==> src/rtl/hwpe_stream_fifo_ctrl_occ_pkg.sv <==
// Shared types and width helpers for the occupancy-tracking FIFO controller.
package hwpe_stream_fifo_ctrl_occ_pkg;

    // Status word, sized for depths up to 65535 entries.
    typedef struct packed {
        logic        empty;
        logic        full;
        logic        almost_empty;
        logic        almost_full;
        logic [15:0] count;
        logic [15:0] push_pointer;
        logic [15:0] pop_pointer;
    } flags_fifo_occ_t;

    // state  | meaning
    // EMPTY  | count == 0, nothing to pop (except fall-through)
    // MIDDLE | 0 < count < FIFO_DEPTH
    // FULL   | count == FIFO_DEPTH, pushes refused
    typedef enum logic [1:0] {
        EMPTY  = 2'd0,
        MIDDLE = 2'd1,
        FULL   = 2'd2
    } fifo_ctrl_state_t;

    // Address width: at least one bit, even for tiny depths.
    function automatic int addr_width(input int depth);
        int w;
        w = $clog2(depth);
        return (w < 1) ? 1 : w;
    endfunction

    // Counter width: must be able to hold the value FIFO_DEPTH itself.
    function automatic int cnt_width(input int depth);
        return $clog2(depth + 1);
    endfunction

endpackage

==> src/rtl/hwpe_stream_fifo_ctrl_occ_if.sv <==
// Handshake, storage-addressing and status bundle of the FIFO controller.
// The controller uses the slave modport; the surrounding stream logic uses master.
interface hwpe_stream_fifo_ctrl_occ_if #(
    parameter int FIFO_DEPTH = 8
);
    localparam int ADDR_W = hwpe_stream_fifo_ctrl_occ_pkg::addr_width(FIFO_DEPTH);

    logic                                             push_valid;
    logic                                             push_ready;
    logic                                             pop_valid;
    logic                                             pop_ready;
    logic                                             wr_en;
    logic [ADDR_W-1:0]                                wr_addr;
    logic [ADDR_W-1:0]                                rd_addr;
    logic                                             bypass;
    hwpe_stream_fifo_ctrl_occ_pkg::flags_fifo_occ_t   flags;

    modport slave (
        input  push_valid, pop_ready,
        output push_ready, pop_valid, wr_en, wr_addr, rd_addr, bypass, flags
    );

    modport master (
        output push_valid, pop_ready,
        input  push_ready, pop_valid, wr_en, wr_addr, rd_addr, bypass, flags
    );

endinterface

==> src/rtl/hwpe_stream_wrap_counter.sv <==
// Modulo-N incrementer with enable and synchronous clear; wraps N-1 -> 0
// explicitly so N need not be a power of two.
module hwpe_stream_wrap_counter #(
    parameter int N = 8,
    parameter int W = 3
) (
    input  logic         clk_i,
    input  logic         rst_i,
    input  logic         clear_i,
    input  logic         en_i,
    output logic [W-1:0] cnt_o
);

    localparam logic [W-1:0] LAST = W'(N - 1);
    localparam logic [W-1:0] ONE  = W'(1);

    logic [W-1:0] cnt_q, cnt_d;

    // Next value: clear wins over increment.
    always_comb begin
        cnt_d = cnt_q;
        if (clear_i) begin
            cnt_d = '0;
        end else if (en_i) begin
            cnt_d = (cnt_q == LAST) ? '0 : cnt_q + ONE;
        end
    end

    // Pointer register with synchronous reset.
    always_ff @(posedge clk_i) begin
        if (rst_i) begin
            cnt_q <= '0;
        end else begin
            cnt_q <= cnt_d;
        end
    end

    assign cnt_o = cnt_q;

endmodule

==> src/rtl/hwpe_stream_fifo_ctrl_occ.sv <==
// FIFO control engine with occupancy counter and almost-full/empty flags for
// an external storage array of arbitrary depth.
// Optional empty-bypass build: define HWPE_STREAM_FIFO_CTRL_OCC_FALLTHROUGH_EN.
module hwpe_stream_fifo_ctrl_occ
    import hwpe_stream_fifo_ctrl_occ_pkg::*;
#(
    parameter int FIFO_DEPTH      = 8,
    parameter int ALMOST_FULL_TH  = FIFO_DEPTH - 2,
    parameter int ALMOST_EMPTY_TH = 2
) (
    input  logic                        clk_i,
    input  logic                        rst_i,
    input  logic                        clear_i,
    hwpe_stream_fifo_ctrl_occ_if.slave  ctrl
);

    localparam int ADDR_W = addr_width(FIFO_DEPTH);
    localparam int CNT_W  = cnt_width(FIFO_DEPTH);

    localparam logic [CNT_W-1:0] ONE      = CNT_W'(1);
    localparam logic [CNT_W-1:0] DEPTH_M1 = CNT_W'(FIFO_DEPTH - 1);
    localparam logic [CNT_W-1:0] AF_TH    = CNT_W'(ALMOST_FULL_TH);
    localparam logic [CNT_W-1:0] AE_TH    = CNT_W'(ALMOST_EMPTY_TH);

    if (FIFO_DEPTH < 2) begin : g_chk_depth
        $error("hwpe_stream_fifo_ctrl_occ: FIFO_DEPTH must be >= 2");
    end
    if (ALMOST_FULL_TH < 1 || ALMOST_FULL_TH > FIFO_DEPTH) begin : g_chk_af
        $error("hwpe_stream_fifo_ctrl_occ: ALMOST_FULL_TH out of range 1..FIFO_DEPTH");
    end
    if (ALMOST_EMPTY_TH < 0 || ALMOST_EMPTY_TH > FIFO_DEPTH - 1) begin : g_chk_ae
        $error("hwpe_stream_fifo_ctrl_occ: ALMOST_EMPTY_TH out of range 0..FIFO_DEPTH-1");
    end

    fifo_ctrl_state_t  cs_q;
    logic [CNT_W-1:0]  cnt_q, cnt_d;
    logic [ADDR_W-1:0] wr_ptr, rd_ptr;
    logic              illegal;
    logic              push_ready, pop_valid, bypass;
    logic              push, pop, push_st, pop_st;

    // Handshake decode from the registered state; bypass only in EMPTY.
    always_comb begin
        illegal    = 1'b0;
        push_ready = 1'b0;
        pop_valid  = 1'b0;
        bypass     = 1'b0;
        case (cs_q)
            EMPTY: begin
                push_ready = 1'b1;
`ifdef HWPE_STREAM_FIFO_CTRL_OCC_FALLTHROUGH_EN
                if (ctrl.push_valid) begin
                    pop_valid = 1'b1;
                    // Only a taken item bypasses; otherwise it is stored.
                    bypass    = ctrl.pop_ready;
                end
`endif
            end
            MIDDLE: begin
                push_ready = 1'b1;
                pop_valid  = 1'b1;
            end
            FULL: begin
                pop_valid  = 1'b1;
            end
            default: begin
                illegal    = 1'b1;
            end
        endcase
        push    = ctrl.push_valid & push_ready;
        pop     = pop_valid & ctrl.pop_ready;
        push_st = push & ~bypass;
        pop_st  = pop & ~bypass;
    end

    // Occupancy next value: unchanged on bypass or simultaneous push/pop.
    always_comb begin
        cnt_d = cnt_q;
        if (illegal) begin
            cnt_d = '0;
        end else if (push_st && !pop_st) begin
            cnt_d = cnt_q + ONE;
        end else if (pop_st && !push_st) begin
            cnt_d = cnt_q - ONE;
        end
    end

    // Control FSM and occupancy register; reset, then clear, override traffic.
    always_ff @(posedge clk_i) begin
        if (rst_i) begin
            cs_q  <= EMPTY;
            cnt_q <= '0;
        end else if (clear_i) begin
            cs_q  <= EMPTY;
            cnt_q <= '0;
        end else begin
            cnt_q <= cnt_d;
            case (cs_q)
                EMPTY: begin
                    if (push_st) cs_q <= (cnt_q == DEPTH_M1) ? FULL : MIDDLE;
                end
                MIDDLE: begin
                    if (push_st && !pop_st && cnt_q == DEPTH_M1) begin
                        cs_q <= FULL;
                    end else if (pop_st && !push_st && cnt_q == ONE) begin
                        cs_q <= EMPTY;
                    end
                end
                FULL: begin
                    if (pop_st) cs_q <= MIDDLE;
                end
                default: begin
                    cs_q <= EMPTY;
                end
            endcase
        end
    end

    hwpe_stream_wrap_counter #(
        .N (FIFO_DEPTH),
        .W (ADDR_W)
    ) i_push_ptr (
        .clk_i   (clk_i),
        .rst_i   (rst_i),
        .clear_i (clear_i | illegal),
        .en_i    (push_st),
        .cnt_o   (wr_ptr)
    );

    hwpe_stream_wrap_counter #(
        .N (FIFO_DEPTH),
        .W (ADDR_W)
    ) i_pop_ptr (
        .clk_i   (clk_i),
        .rst_i   (rst_i),
        .clear_i (clear_i | illegal),
        .en_i    (pop_st),
        .cnt_o   (rd_ptr)
    );

    assign ctrl.push_ready = push_ready;
    assign ctrl.pop_valid  = pop_valid;
    assign ctrl.wr_en      = push_st;
    assign ctrl.wr_addr    = wr_ptr;
    assign ctrl.rd_addr    = rd_ptr;
    assign ctrl.bypass     = bypass;

    // Status derived from the registered count only.
    assign ctrl.flags.empty        = (cnt_q == '0);
    assign ctrl.flags.full         = (cnt_q == CNT_W'(FIFO_DEPTH));
    assign ctrl.flags.almost_empty = (cnt_q <= AE_TH);
    assign ctrl.flags.almost_full  = (cnt_q >= AF_TH);
    assign ctrl.flags.count        = 16'(cnt_q);
    assign ctrl.flags.push_pointer = 16'(wr_ptr);
    assign ctrl.flags.pop_pointer  = 16'(rd_ptr);

endmodule

==> src/flat_wrapper.sv <==
// flat-port wrapper written by rule: the top's interface ports become plain ports
module hwpe_stream_fifo_ctrl_occ_flat import hwpe_stream_fifo_ctrl_occ_pkg::*;
#(
    parameter int FIFO_DEPTH      = 8,
    parameter int ALMOST_FULL_TH  = FIFO_DEPTH - 2,
    parameter int ALMOST_EMPTY_TH = 2
)
  (clk_i, rst_i, clear_i, ctrl_push_valid, ctrl_pop_ready, ctrl_push_ready, ctrl_pop_valid, ctrl_wr_en, ctrl_wr_addr, ctrl_rd_addr, ctrl_bypass, ctrl_flags);
  hwpe_stream_fifo_ctrl_occ_if #(.FIFO_DEPTH(FIFO_DEPTH)) ctrl_i ();
  input  logic clk_i;
  input  logic rst_i;
  input  logic clear_i;
  input wire logic [$bits(ctrl_i.push_valid)-1:0] ctrl_push_valid;
  input wire logic [$bits(ctrl_i.pop_ready)-1:0] ctrl_pop_ready;
  output wire logic [$bits(ctrl_i.push_ready)-1:0] ctrl_push_ready;
  output wire logic [$bits(ctrl_i.pop_valid)-1:0] ctrl_pop_valid;
  output wire logic [$bits(ctrl_i.wr_en)-1:0] ctrl_wr_en;
  output wire logic [$bits(ctrl_i.wr_addr)-1:0] ctrl_wr_addr;
  output wire logic [$bits(ctrl_i.rd_addr)-1:0] ctrl_rd_addr;
  output wire logic [$bits(ctrl_i.bypass)-1:0] ctrl_bypass;
  output wire logic [$bits(ctrl_i.flags)-1:0] ctrl_flags;
  assign ctrl_i.push_valid = ctrl_push_valid;
  assign ctrl_i.pop_ready = ctrl_pop_ready;
  assign ctrl_push_ready = ctrl_i.push_ready;
  assign ctrl_pop_valid = ctrl_i.pop_valid;
  assign ctrl_wr_en = ctrl_i.wr_en;
  assign ctrl_wr_addr = ctrl_i.wr_addr;
  assign ctrl_rd_addr = ctrl_i.rd_addr;
  assign ctrl_bypass = ctrl_i.bypass;
  assign ctrl_flags = ctrl_i.flags;
  hwpe_stream_fifo_ctrl_occ #(.FIFO_DEPTH(FIFO_DEPTH), .ALMOST_FULL_TH(ALMOST_FULL_TH), .ALMOST_EMPTY_TH(ALMOST_EMPTY_TH)) u_core (.clk_i(clk_i), .rst_i(rst_i), .clear_i(clear_i), .ctrl(ctrl_i));
endmodule
==> config.mk <==
export PLATFORM = sky130hd
export DESIGN_NAME = hwpe_stream_fifo_ctrl_occ_flat
export DESIGN_NICKNAME = d
export VERILOG_FILES = /design/src/rtl/hwpe_stream_fifo_ctrl_occ_pkg.sv /design/src/rtl/hwpe_stream_fifo_ctrl_occ_if.sv /design/src/rtl/hwpe_stream_wrap_counter.sv /design/src/rtl/hwpe_stream_fifo_ctrl_occ.sv /design/src/flat_wrapper.sv
export SDC_FILE = /design/constraint.sdc
export NUM_CORES = 1
export LEC_CHECK = 0
export BUFFER_PORTS_ARGS = -buffer_cell sky130_fd_sc_hd__buf_2
export CAP_MARGIN = 20
export CORE_AREA = 8 8 59 66
export DETAILED_ROUTE_END_ITERATION = 16
export DIE_AREA = 0 0 67 74
export PLACE_DENSITY_LB_ADDON = 0.15
export SLEW_MARGIN = 20
export SYNTH_ARGS = -nofsm -noshare
export SYNTH_HDL_FRONTEND = slang
export SYNTH_HIERARCHICAL = 1
export SYNTH_SLANG_ARGS = --single-unit
==> constraint.sdc <==
create_clock -name clk_i -period 4.67 [get_ports clk_i]
set_input_delay 0.934 -clock clk_i [delete_from_list [all_inputs] [get_ports clk_i]]
set_output_delay 0.934 -clock clk_i [all_outputs]
set_load 0.05 [all_outputs]
==> flow_summary.html, run 1 <==
<table>
<tr><th>Metric</th><th>Value</th></tr>
<tr><th colspan="2">Run status</th></tr>
<tr><td>Run status</td><td>completed</td></tr>
<tr><th colspan="2">Floorplan</th></tr>
<tr><td>Initial standard-cell utilization of the core</td><td>a little over two fifths</td></tr>
<tr><td>Full die area</td><td>between 4000 and 5000 µm²</td></tr>
<tr><td>Floorplan row count</td><td>21</td></tr>
<tr><td>Chip Height</td><td>between 70 and 80 µm</td></tr>
<tr><td>Top-level I/O count</td><td>67</td></tr>
<tr><td>Core Footprint</td><td>approximately 2900 µm²</td></tr>
<tr><td>X dimension of the die</td><td>67 µm</td></tr>
<tr><th colspan="2">CTS</th></tr>
<tr><td>Level count of the clock H-tree</td><td>1</td></tr>
<tr><td>Reg clk slew, reported paths</td><td>~0.080 ns</td></tr>
<tr><td>TritonCTS Sinks</td><td>12</td></tr>
<tr><td>Number of setup buffers added after CTS</td><td>0</td></tr>
<tr><td>CTS Root Cell</td><td>clkbuf_4</td></tr>
<tr><td>Longest Clk Path Bufs</td><td>2</td></tr>
<tr><td>Clock buffers created by TritonCTS</td><td>3</td></tr>
<tr><td>Number of gates resized after CTS</td><td>0</td></tr>
<tr><td>TritonCTS clock tree</td><td>built</td></tr>
<tr><td>Number of hold-repair buffers added at the cts stage</td><td>0</td></tr>
<tr><td>Clk_lat worst skew</td><td>approximately 0.28 ns</td></tr>
<tr><th colspan="2">Pwr</th></tr>
<tr><td>Final Power</td><td>roughly 350 µW</td></tr>
<tr><td>Cell Pwr Density</td><td>287 nW/µm²</td></tr>
<tr><td>Maximum vdd drop</td><td>between 0.00015 and 0.0002 V</td></tr>
<tr><td>Leakage power</td><td>around 0.66 nW</td></tr>
<tr><th colspan="2">STA</th></tr>
<tr><td>Unrepaired setup endpoints after global routing</td><td>false</td></tr>
<tr><td>Final-report setup violation count</td><td>0</td></tr>
<tr><td>Share of the clock period used by the worst path after layout</td><td>between 50% and 60%</td></tr>
<tr><td>Timing-limited maximum frequency</td><td>approximately 0.36 GHz</td></tr>
<tr><td>Count of final max-slew check failures</td><td>0</td></tr>
<tr><td>Post-route setup slack</td><td>1.90 ns</td></tr>
<tr><td>Final Skew</td><td>approximately 0.0011 ns</td></tr>
<tr><td>Count of endpoints failing hold in the final timing report</td><td>0</td></tr>
<tr><td>Shortest period the worst path allows</td><td>between 2 and 3 ns</td></tr>
<tr><td>Total negative slack for setup checks</td><td>0 ns</td></tr>
<tr><th colspan="2">Drt</th></tr>
<tr><td>Detailed-routed wire length on met3</td><td>approximately 250 µm</td></tr>
<tr><td>DRT Wirelength</td><td>2.49 mm</td></tr>
<tr><td>ANT nets after route</td><td>0</td></tr>
<tr><td>Vias per std cell</td><td>4.45</td></tr>
<tr><td>DR vias</td><td>877</td></tr>
<tr><td>Iter 0 DRT Violations</td><td>32</td></tr>
<tr><td>Routed metal-1 wirelength</td><td>~950 µm</td></tr>
<tr><td>Top Metal Used</td><td>met4</td></tr>
<tr><td>Remaining design rule violation count</td><td>0</td></tr>
<tr><td>Routed wl met2</td><td>1.28 mm</td></tr>
<tr><td>Average wire per cell in the routed design</td><td>between 10 and 15 µm</td></tr>
<tr><td>Number of detailed-route iterations in the first pass</td><td>4</td></tr>
<tr><th colspan="2">Worst hold path</th></tr>
<tr><td>Worst hold path startpoint</td><td>u_core/i_pop_ptr/cnt_o[1]</td></tr>
<tr><td>Worst Hold Class</td><td>register to register</td></tr>
<tr><th colspan="2">Layout</th></tr>
<tr><td>Layout-stage area growth over the synthesis result</td><td>0.204%</td></tr>
<tr><td># nets final</td><td>184</td></tr>
<tr><td>Share of final-layout standard cells stronger than drive strength 1</td><td>a little over a quarter</td></tr>
<tr><td>Total area of multi-input combinational cells</td><td>roughly 750 µm²</td></tr>
<tr><td>Register Area</td><td>~240 µm²</td></tr>
<tr><td>Final Util</td><td>a little over two fifths</td></tr>
<tr><td>Antenna cells</td><td>0</td></tr>
<tr><td>Fill cell total of the finished layout</td><td>roughly 310</td></tr>
<tr><th colspan="2">Global routing</th></tr>
<tr><td>Initial antenna violation count</td><td>0</td></tr>
<tr><td>Vias in the first global route</td><td>852</td></tr>
<tr><td>Global-route usage over all layers</td><td>a little under a tenth</td></tr>
<tr><td>First-pass GRT wire length</td><td>~3.8 mm</td></tr>
<tr><td>Total global routing overflow</td><td>0</td></tr>
<tr><td>Pin count of the biggest net entering global routing</td><td>12</td></tr>
<tr><th colspan="2">Synthesis</th></tr>
<tr><td>Post-synthesis average cell area</td><td>8.71 µm²</td></tr>
<tr><td>Share of the synthesized area in the top cell type</td><td>27.5%</td></tr>
<tr><td>Share of synthesized area occupied by flip-flops and latches</td><td>about a fifth</td></tr>
<tr><td>Total number of yosys warnings</td><td>6</td></tr>
<tr><td>Number of distinct library cells after synthesis</td><td>37</td></tr>
<tr><td>Post-synth EDFFs</td><td>0</td></tr>
<tr><td>Number of cells produced by synthesis</td><td>about 140</td></tr>
<tr><td>Most frequently used flop master after synthesis</td><td>dfxtp_1</td></tr>
<tr><td>Yosys top cell by area</td><td>buf_4</td></tr>
<tr><td>Post-synthesis instance area</td><td>roughly 1200 µm²</td></tr>
<tr><td>Leading cell type by number of instances after synthesis</td><td>buf_4</td></tr>
<tr><td>Ranking of synthesized cells by area</td><td>buf_4, dfxtp_1, ha_1</td></tr>
<tr><td>Post-synthesis sequential element count</td><td>12</td></tr>
<tr><td>Proportion of synthesized flip-flops having asynchronous set or reset</td><td>0%</td></tr>
<tr><td>Most frequent cells after synthesis</td><td>buf_4, ha_1, dfxtp_1</td></tr>
<tr><th colspan="2">Setup path</th></tr>
<tr><td>Kind of launch point of the worst setup path</td><td>register</td></tr>
<tr><td>Worst path bufs/invs</td><td>3</td></tr>
<tr><td>Worst R2R Start</td><td>u_core/cs_q[1]</td></tr>
<tr><td>Signal arrival time at the worst endpoint</td><td>1.84 ns</td></tr>
<tr><td>Critical Path, Cell by Cell</td><td>inv_1 &gt; ha_1 &gt; or2_2 &gt; nand2_1 &gt; inv_1 &gt; buf_2</td></tr>
<tr><td>CP endpoint kind</td><td>output port</td></tr>
<tr><td>Cell seen most often among critical-path stages</td><td>inv_1</td></tr>
<tr><td>Critical-path top delay cell</td><td>dfxtp_1</td></tr>
<tr><td>Required arrival time at the worst endpoint</td><td>3.74 ns</td></tr>
<tr><td>Critical path's largest stage delay</td><td>0.44 ns</td></tr>
<tr><td>Kind of cell adding the most delay to the critical path</td><td>buffers and inverters</td></tr>
<tr><td>Critical Path Source</td><td>u_core/cs_q[1]</td></tr>
<tr><td>Path type of the worst setup path</td><td>register to output port</td></tr>
<tr><td>Max FO, Critical Path</td><td>7</td></tr>
<tr><th colspan="2">Placed design</th></tr>
<tr><td>Count of input and output buffers</td><td>27</td></tr>
<tr><td>Estimated wirelength of the detail-placed design</td><td>approximately 2.0 mm</td></tr>
<tr><td>Final weighted congestion in routability-driven placement</td><td>~0.8</td></tr>
<tr><td>Worst Setup Slack post-DPL</td><td>2.15 ns</td></tr>
<tr><th colspan="2">Flow run</th></tr>
<tr><td>Max_cap viols</td><td>0</td></tr>
</table>
[per-stage QoR]
step	cell area, µm²	instances	hold slack [ns]
3_3_place_gp	1190	193	0.499
6_report	1230	197	0.521
3_5_place_dp	1190	193	0.508
4_1_cts	1230	197	0.524
5_1_grt	1230	197	0.572
2_1_floorplan	1370	179	0.502
[metal layers]
layer / vias up / track usage [%]
li1: 430 / -
met1: 406 / 9.85
met2: 39 / 17.1
met3: 2 / 4.22
met4: 0 / 2.09
met5: - / 0
[logic make-up after synthesis]
kind of cell	count (synthesis)	synth area share, %
adders and majority gates	15	15.3
xor gates and xnor gates	3	2.14
and+or+nand+nor	37	19.0
other	1	0.306
AOI/OAI and AO/OA	16	10.3
DFF	12	19.6
muxes	3	2.45
buffers and inverters	54	31.0
[flip-flops by register name, indices dropped and copies added (netlist names)]
register                 count
u_core/i_pop_ptr/cnt_o       3
u_core/i_push_ptr/cnt_o      3
u_core/cs_q                  2
u_core/cnt_q                 4
[report_power, final]
part	internal (mW)	leakage (nW)	switching, mW	total, mW
registers	0.106	0.0974	0.00623	0.112
logic	0.0270	0.543	0.128	0.155
clock network	0.0475	0.0210	0.0386	0.0861
[path summary, 6_finish.rpt]
path | endpoint | slack (ns) | depth (start not counted)
min reg2reg | u_core/i_pop_ptr/cnt_o[1] | 0.52 | 2
min | u_core/i_pop_ptr/cnt_o[1] | 0.52 | 2
max | ctrl_wr_en | 1.90 | 6
max reg2reg | u_core/cnt_q[3] | 2.13 | 10
[cell type report]
| class | instances | area share [%] |
|---|---|---|
| repair buffers | 27 | 11.0 |
| multi-input cells | 113 | 60.9 |
| flip-flops and latches | 12 | 19.5 |
| well taps | 34 | 3.46 |
| clock buffers | 4 | 2.95 |
| inverters | 7 | 2.14 |
[cell usage in the layout (no fill, tap or decap), drive strengths merged]
| cell type | instances |
|---|---|
| conb | 39 |
| buf | 27 |
| ha | 15 |
| dfxtp | 12 |
| inv | 7 |
| nor2 | 7 |
| nand2b | 7 |
| a21oi | 5 |
| clkbuf | 4 |
| a211oi | 4 |
| nand2 | 3 |
| mux2i | 3 |
| nor3 | 3 |
| or2 | 2 |
| and3b | 2 |
| xor2 | 2 |
| nand3 | 2 |
| nand3b | 2 |
| or3b | 2 |
| o21ai | 2 |
| or3 | 2 |
| and2 | 1 |
| o21a | 1 |
| a21o | 1 |
| and4bb | 1 |
| and4b | 1 |
| o311ai | 1 |
| o22ai | 1 |
| o41ai | 1 |
| nand4 | 1 |
| or4 | 1 |
| xnor2 | 1 |
[worst min-delay path, delay by kind of cell (launching register included)]
family | cells | cell delay (ns)
AOI/OAI and AO/OA | 1 | 0.06
and+or+nand+nor | 1 | 0.07
DFF | 1 | 0.34
No activity file was read; power rests on OpenSTA's default activity.
==> inputs of run 2 (changes only) <==
Settings changed: CORE_AREA 8 8 59 66 to 8 8 62 70, DIE_AREA 0 0 67 74 to 0 0 70 78.
Clock period 4.67 ns to 2.35 ns, I/O delays scaled along.
==> run 2 against run 1 <==
Net effect: sequential share of layout area decreased by 0.57 points; sequential power increased by 97%; utilization decreased by 1.6 points; sequential cell count unchanged; clock power increased by 94%; non-clock buffer count unchanged.
==> flow_summary.html, run 2 (same netlist as run 1, synthesis figures left out) <==
<table>
<tr><th>Metric</th><th>Value</th></tr>
<tr><th colspan="2">Run status</th></tr>
<tr><td>Run status</td><td>completed</td></tr>
<tr><th colspan="2">Setup path</th></tr>
<tr><td>Critical-path top delay cell</td><td>or4_4</td></tr>
<tr><td>CP endpoint kind</td><td>register</td></tr>
<tr><td>Critical path's largest stage delay</td><td>0.41 ns (-0.03 ns)</td></tr>
<tr><td>Path type of the worst setup path</td><td>register to register</td></tr>
<tr><td>Kind of launch point of the worst setup path</td><td>register</td></tr>
<tr><td>Cell seen most often among critical-path stages</td><td>ha_4</td></tr>
<tr><td>Max FO, Critical Path</td><td>7 (unchanged)</td></tr>
<tr><td>Signal arrival time at the worst endpoint</td><td>2.31 ns (+0.47 ns)</td></tr>
<tr><td>Required arrival time at the worst endpoint</td><td>2.51 ns (-1.23 ns)</td></tr>
<tr><td>Critical Path, Cell by Cell</td><td>inv_4 &gt; ha_4 &gt; or2_4 &gt; nand2_4 &gt; clkinvlp_4 &gt; ha_4 &gt; or4_4 &gt; a21oi_2 &gt; xnor2_1 &gt; nor2_1</td></tr>
<tr><th colspan="2">Floorplan</th></tr>
<tr><td>Chip Height</td><td>78 µm (+5.4%)</td></tr>
<tr><td>Initial standard-cell utilization of the core</td><td>38.4% (-4.0 points)</td></tr>
<tr><td>Floorplan row count</td><td>22 (+4.8%)</td></tr>
<tr><td>Top-level I/O count</td><td>67 (unchanged)</td></tr>
<tr><td>Core Footprint</td><td>3190 µm² (+10%)</td></tr>
<tr><td>Full die area</td><td>5460 µm² (+10%)</td></tr>
<tr><td>X dimension of the die</td><td>70 µm (+4.5%)</td></tr>
<tr><th colspan="2">STA</th></tr>
<tr><td>Final-report setup violation count</td><td>0 (unchanged)</td></tr>
<tr><td>Timing-limited maximum frequency</td><td>approximately 0.47 GHz</td></tr>
<tr><td>Final Skew</td><td>0.00463 ns (+0.00353 ns)</td></tr>
<tr><td>Share of the clock period used by the worst path after layout</td><td>91.5%</td></tr>
<tr><td>Shortest period the worst path allows</td><td>about 2.1 ns</td></tr>
<tr><td>Count of final max-slew check failures</td><td>0 (unchanged)</td></tr>
<tr><td>Count of endpoints failing hold in the final timing report</td><td>0 (unchanged)</td></tr>
<tr><td>Unrepaired setup endpoints after global routing</td><td>false</td></tr>
<tr><th colspan="2">CTS</th></tr>
<tr><td>Longest Clk Path Bufs</td><td>2 (unchanged)</td></tr>
<tr><td>CTS Root Cell</td><td>clkbuf_4</td></tr>
<tr><td>Clk_lat worst skew</td><td>0.27 ns (about the same)</td></tr>
<tr><td>Number of setup buffers added after CTS</td><td>0 (unchanged)</td></tr>
<tr><td>Reg clk slew, reported paths</td><td>0.08 ns (about the same)</td></tr>
<tr><td>Number of hold-repair buffers added at the cts stage</td><td>0 (unchanged)</td></tr>
<tr><td>TritonCTS clock tree</td><td>built</td></tr>
<tr><td>Clock buffers created by TritonCTS</td><td>3 (unchanged)</td></tr>
<tr><td>Level count of the clock H-tree</td><td>1 (unchanged)</td></tr>
<tr><td>TritonCTS Sinks</td><td>12 (unchanged)</td></tr>
<tr><td>Number of gates resized after CTS</td><td>0 (unchanged)</td></tr>
<tr><th colspan="2">Drt</th></tr>
<tr><td>DR vias</td><td>875 (-0.23%)</td></tr>
<tr><td>Average wire per cell in the routed design</td><td>12.3 µm (-2.5%)</td></tr>
<tr><td>Vias per std cell</td><td>4.40 (-1.2%)</td></tr>
<tr><td>Remaining design rule violation count</td><td>0 (unchanged)</td></tr>
<tr><td>ANT nets after route</td><td>0 (unchanged)</td></tr>
<tr><td>Number of detailed-route iterations in the first pass</td><td>4 (unchanged)</td></tr>
<tr><td>DRT Wirelength</td><td>2.45 mm (-1.5%)</td></tr>
<tr><td>Iter 0 DRT Violations</td><td>28 (-13%)</td></tr>
<tr><th colspan="2">Placed design</th></tr>
<tr><td>Count of input and output buffers</td><td>27 (unchanged)</td></tr>
<tr><td>Post-DP Area</td><td>1270 µm² (+6.4%)</td></tr>
<tr><td>Final weighted congestion in routability-driven placement</td><td>0.711 (-9.1%)</td></tr>
<tr><td>Estimated wirelength of the detail-placed design</td><td>2.11 mm (+2.9%)</td></tr>
<tr><th colspan="2">Layout</th></tr>
<tr><td>Share of final-layout standard cells stronger than drive strength 1</td><td>32.5% (+5.5 points)</td></tr>
<tr><td>Antenna cells</td><td>0 (unchanged)</td></tr>
<tr><td>Final Util</td><td>40.9% (-1.6 points)</td></tr>
<tr><td>Most common cell after layout, fill and taps aside</td><td>conb_1</td></tr>
<tr><td>Largest register by flop count</td><td>u_core/cnt_q</td></tr>
<tr><td>Fill cell total of the finished layout</td><td>329 (+5.1%)</td></tr>
<tr><td>Final design instance area without fill</td><td>1310 µm² (+6.2%)</td></tr>
<tr><td>Total area of multi-input combinational cells</td><td>807 µm² (+7.7%)</td></tr>
<tr><td>Most frequent cells in the layout</td><td>conb_1, buf_2, ha_1</td></tr>
<tr><td>Max FFs per register</td><td>4 (unchanged)</td></tr>
<tr><td>Layout-stage area growth over the synthesis result</td><td>6.42%</td></tr>
<tr><td>Register Area</td><td>248 µm² (+3.1%)</td></tr>
<tr><td># nets final</td><td>184 (unchanged)</td></tr>
<tr><th colspan="2">Pwr</th></tr>
<tr><td>Switching component of the power</td><td>343 µW (+98%)</td></tr>
<tr><td>Net Sw Frac</td><td>48.6% (-0.46 points)</td></tr>
<tr><td>Int Power</td><td>364 µW (+100%)</td></tr>
<tr><td>Sequential Power Share</td><td>31.3% (-0.4 points)</td></tr>
<tr><td>Clk network pwr share</td><td>23.6% (-0.8 points)</td></tr>
<tr><td>Cell Pwr Density</td><td>541 nW/µm² (+88%)</td></tr>
<tr><td>Leakage power</td><td>0.668 nW (+0.96%)</td></tr>
<tr><td>Maximum vdd drop</td><td>0.000285 V (+79%)</td></tr>
<tr><td>Part of the total power dissipated in combinational logic</td><td>45.1% (+1.2 points)</td></tr>
<tr><th colspan="2">Flow run</th></tr>
<tr><td>Max_cap viols</td><td>0 (unchanged)</td></tr>
<tr><th colspan="2">Global routing</th></tr>
<tr><td>Pin count of the biggest net entering global routing</td><td>12 (unchanged)</td></tr>
<tr><td>Vias in the first global route</td><td>933 (+9.5%)</td></tr>
<tr><td>First-pass GRT wire length</td><td>4.15 mm (+10%)</td></tr>
<tr><td>Total global routing overflow</td><td>0 (unchanged)</td></tr>
<tr><td>Global-route usage over all layers</td><td>8.93% (-0.59 points)</td></tr>
<tr><td>Initial antenna violation count</td><td>0 (unchanged)</td></tr>
<tr><th colspan="2">Worst hold path</th></tr>
<tr><td>Worst Hold Class</td><td>input port to register</td></tr>
</table>
run 2: metal layers:
layer	GRT usage, %	routed length (µm)	vias to the layer above
li1	-	-	430
met1	9.79	1060	402
met2	14.5	1160	41
met3	3.82	214	2
met4	4.43	17	0
met5	0	0	-
run 2: cell type report:
| class | instances | area share [%] |
|---|---|---|
| Sequential cell | 12 | 19.0 |
| Inverter | 7 | 2.68 |
| Timing Repair Buffer | 27 | 10.3 |
| Multi-Input combinational cell | 113 | 61.8 |
| Tap cell | 36 | 3.45 |
| Clock buffer | 4 | 2.78 |
run 2: path summary, 6_finish.rpt:
| kind | slack [ns] | cells after the start | endpoint | start |
|---|---|---|---|---|
| worst max-delay path | 0.20 | 10 | u_core/cnt_q[3] | u_core/cs_q[1] |
| worst min-delay path | 0.47 | 2 | u_core/i_push_ptr/cnt_o[0] | rst_i |
| worst max register to register | 0.20 | 10 | u_core/cnt_q[3] | u_core/cs_q[1] |
| worst min register to register | 0.52 | 2 | u_core/i_pop_ptr/cnt_o[1] | u_core/i_pop_ptr/cnt_o[1] |
run 2: through the flow:
stage               power [mW]  setup slack, ns  setup TNS [ns]  cells  hold slack, ns
CTS                      0.716            0.191               0    199           0.461
floorplan                0.561           -0.132          -0.221    179           0.501
detailed placement       0.543            0.205               0    195           0.511
finish                   0.707            0.200               0    199           0.472
global route             0.745           0.0861               0    199           0.459
global placement         0.542            0.253               0    195           0.497
run 2: power by group through the flow:
stage	combinational [mW]	sequential, mW	clock [mW]
floorplan	0.319	0.242	0
global route	0.339	0.223	0.183
global placement	0.316	0.226	0
detailed placement	0.317	0.226	0
CTS	0.317	0.221	0.177
finish	0.319	0.221	0.167
run 2: worst max-delay path: cells and delay by family (launching register included):
family / cells / cell delay (ns)
AOI/OAI and AO/OA: 1 / 0.14
xor gates and xnor gates: 1 / 0.13
adders and majority gates: 2 / 0.38
buffers and inverters: 2 / 0.21
DFF: 1 / 0.39
and+or+nand+nor: 4 / 0.79
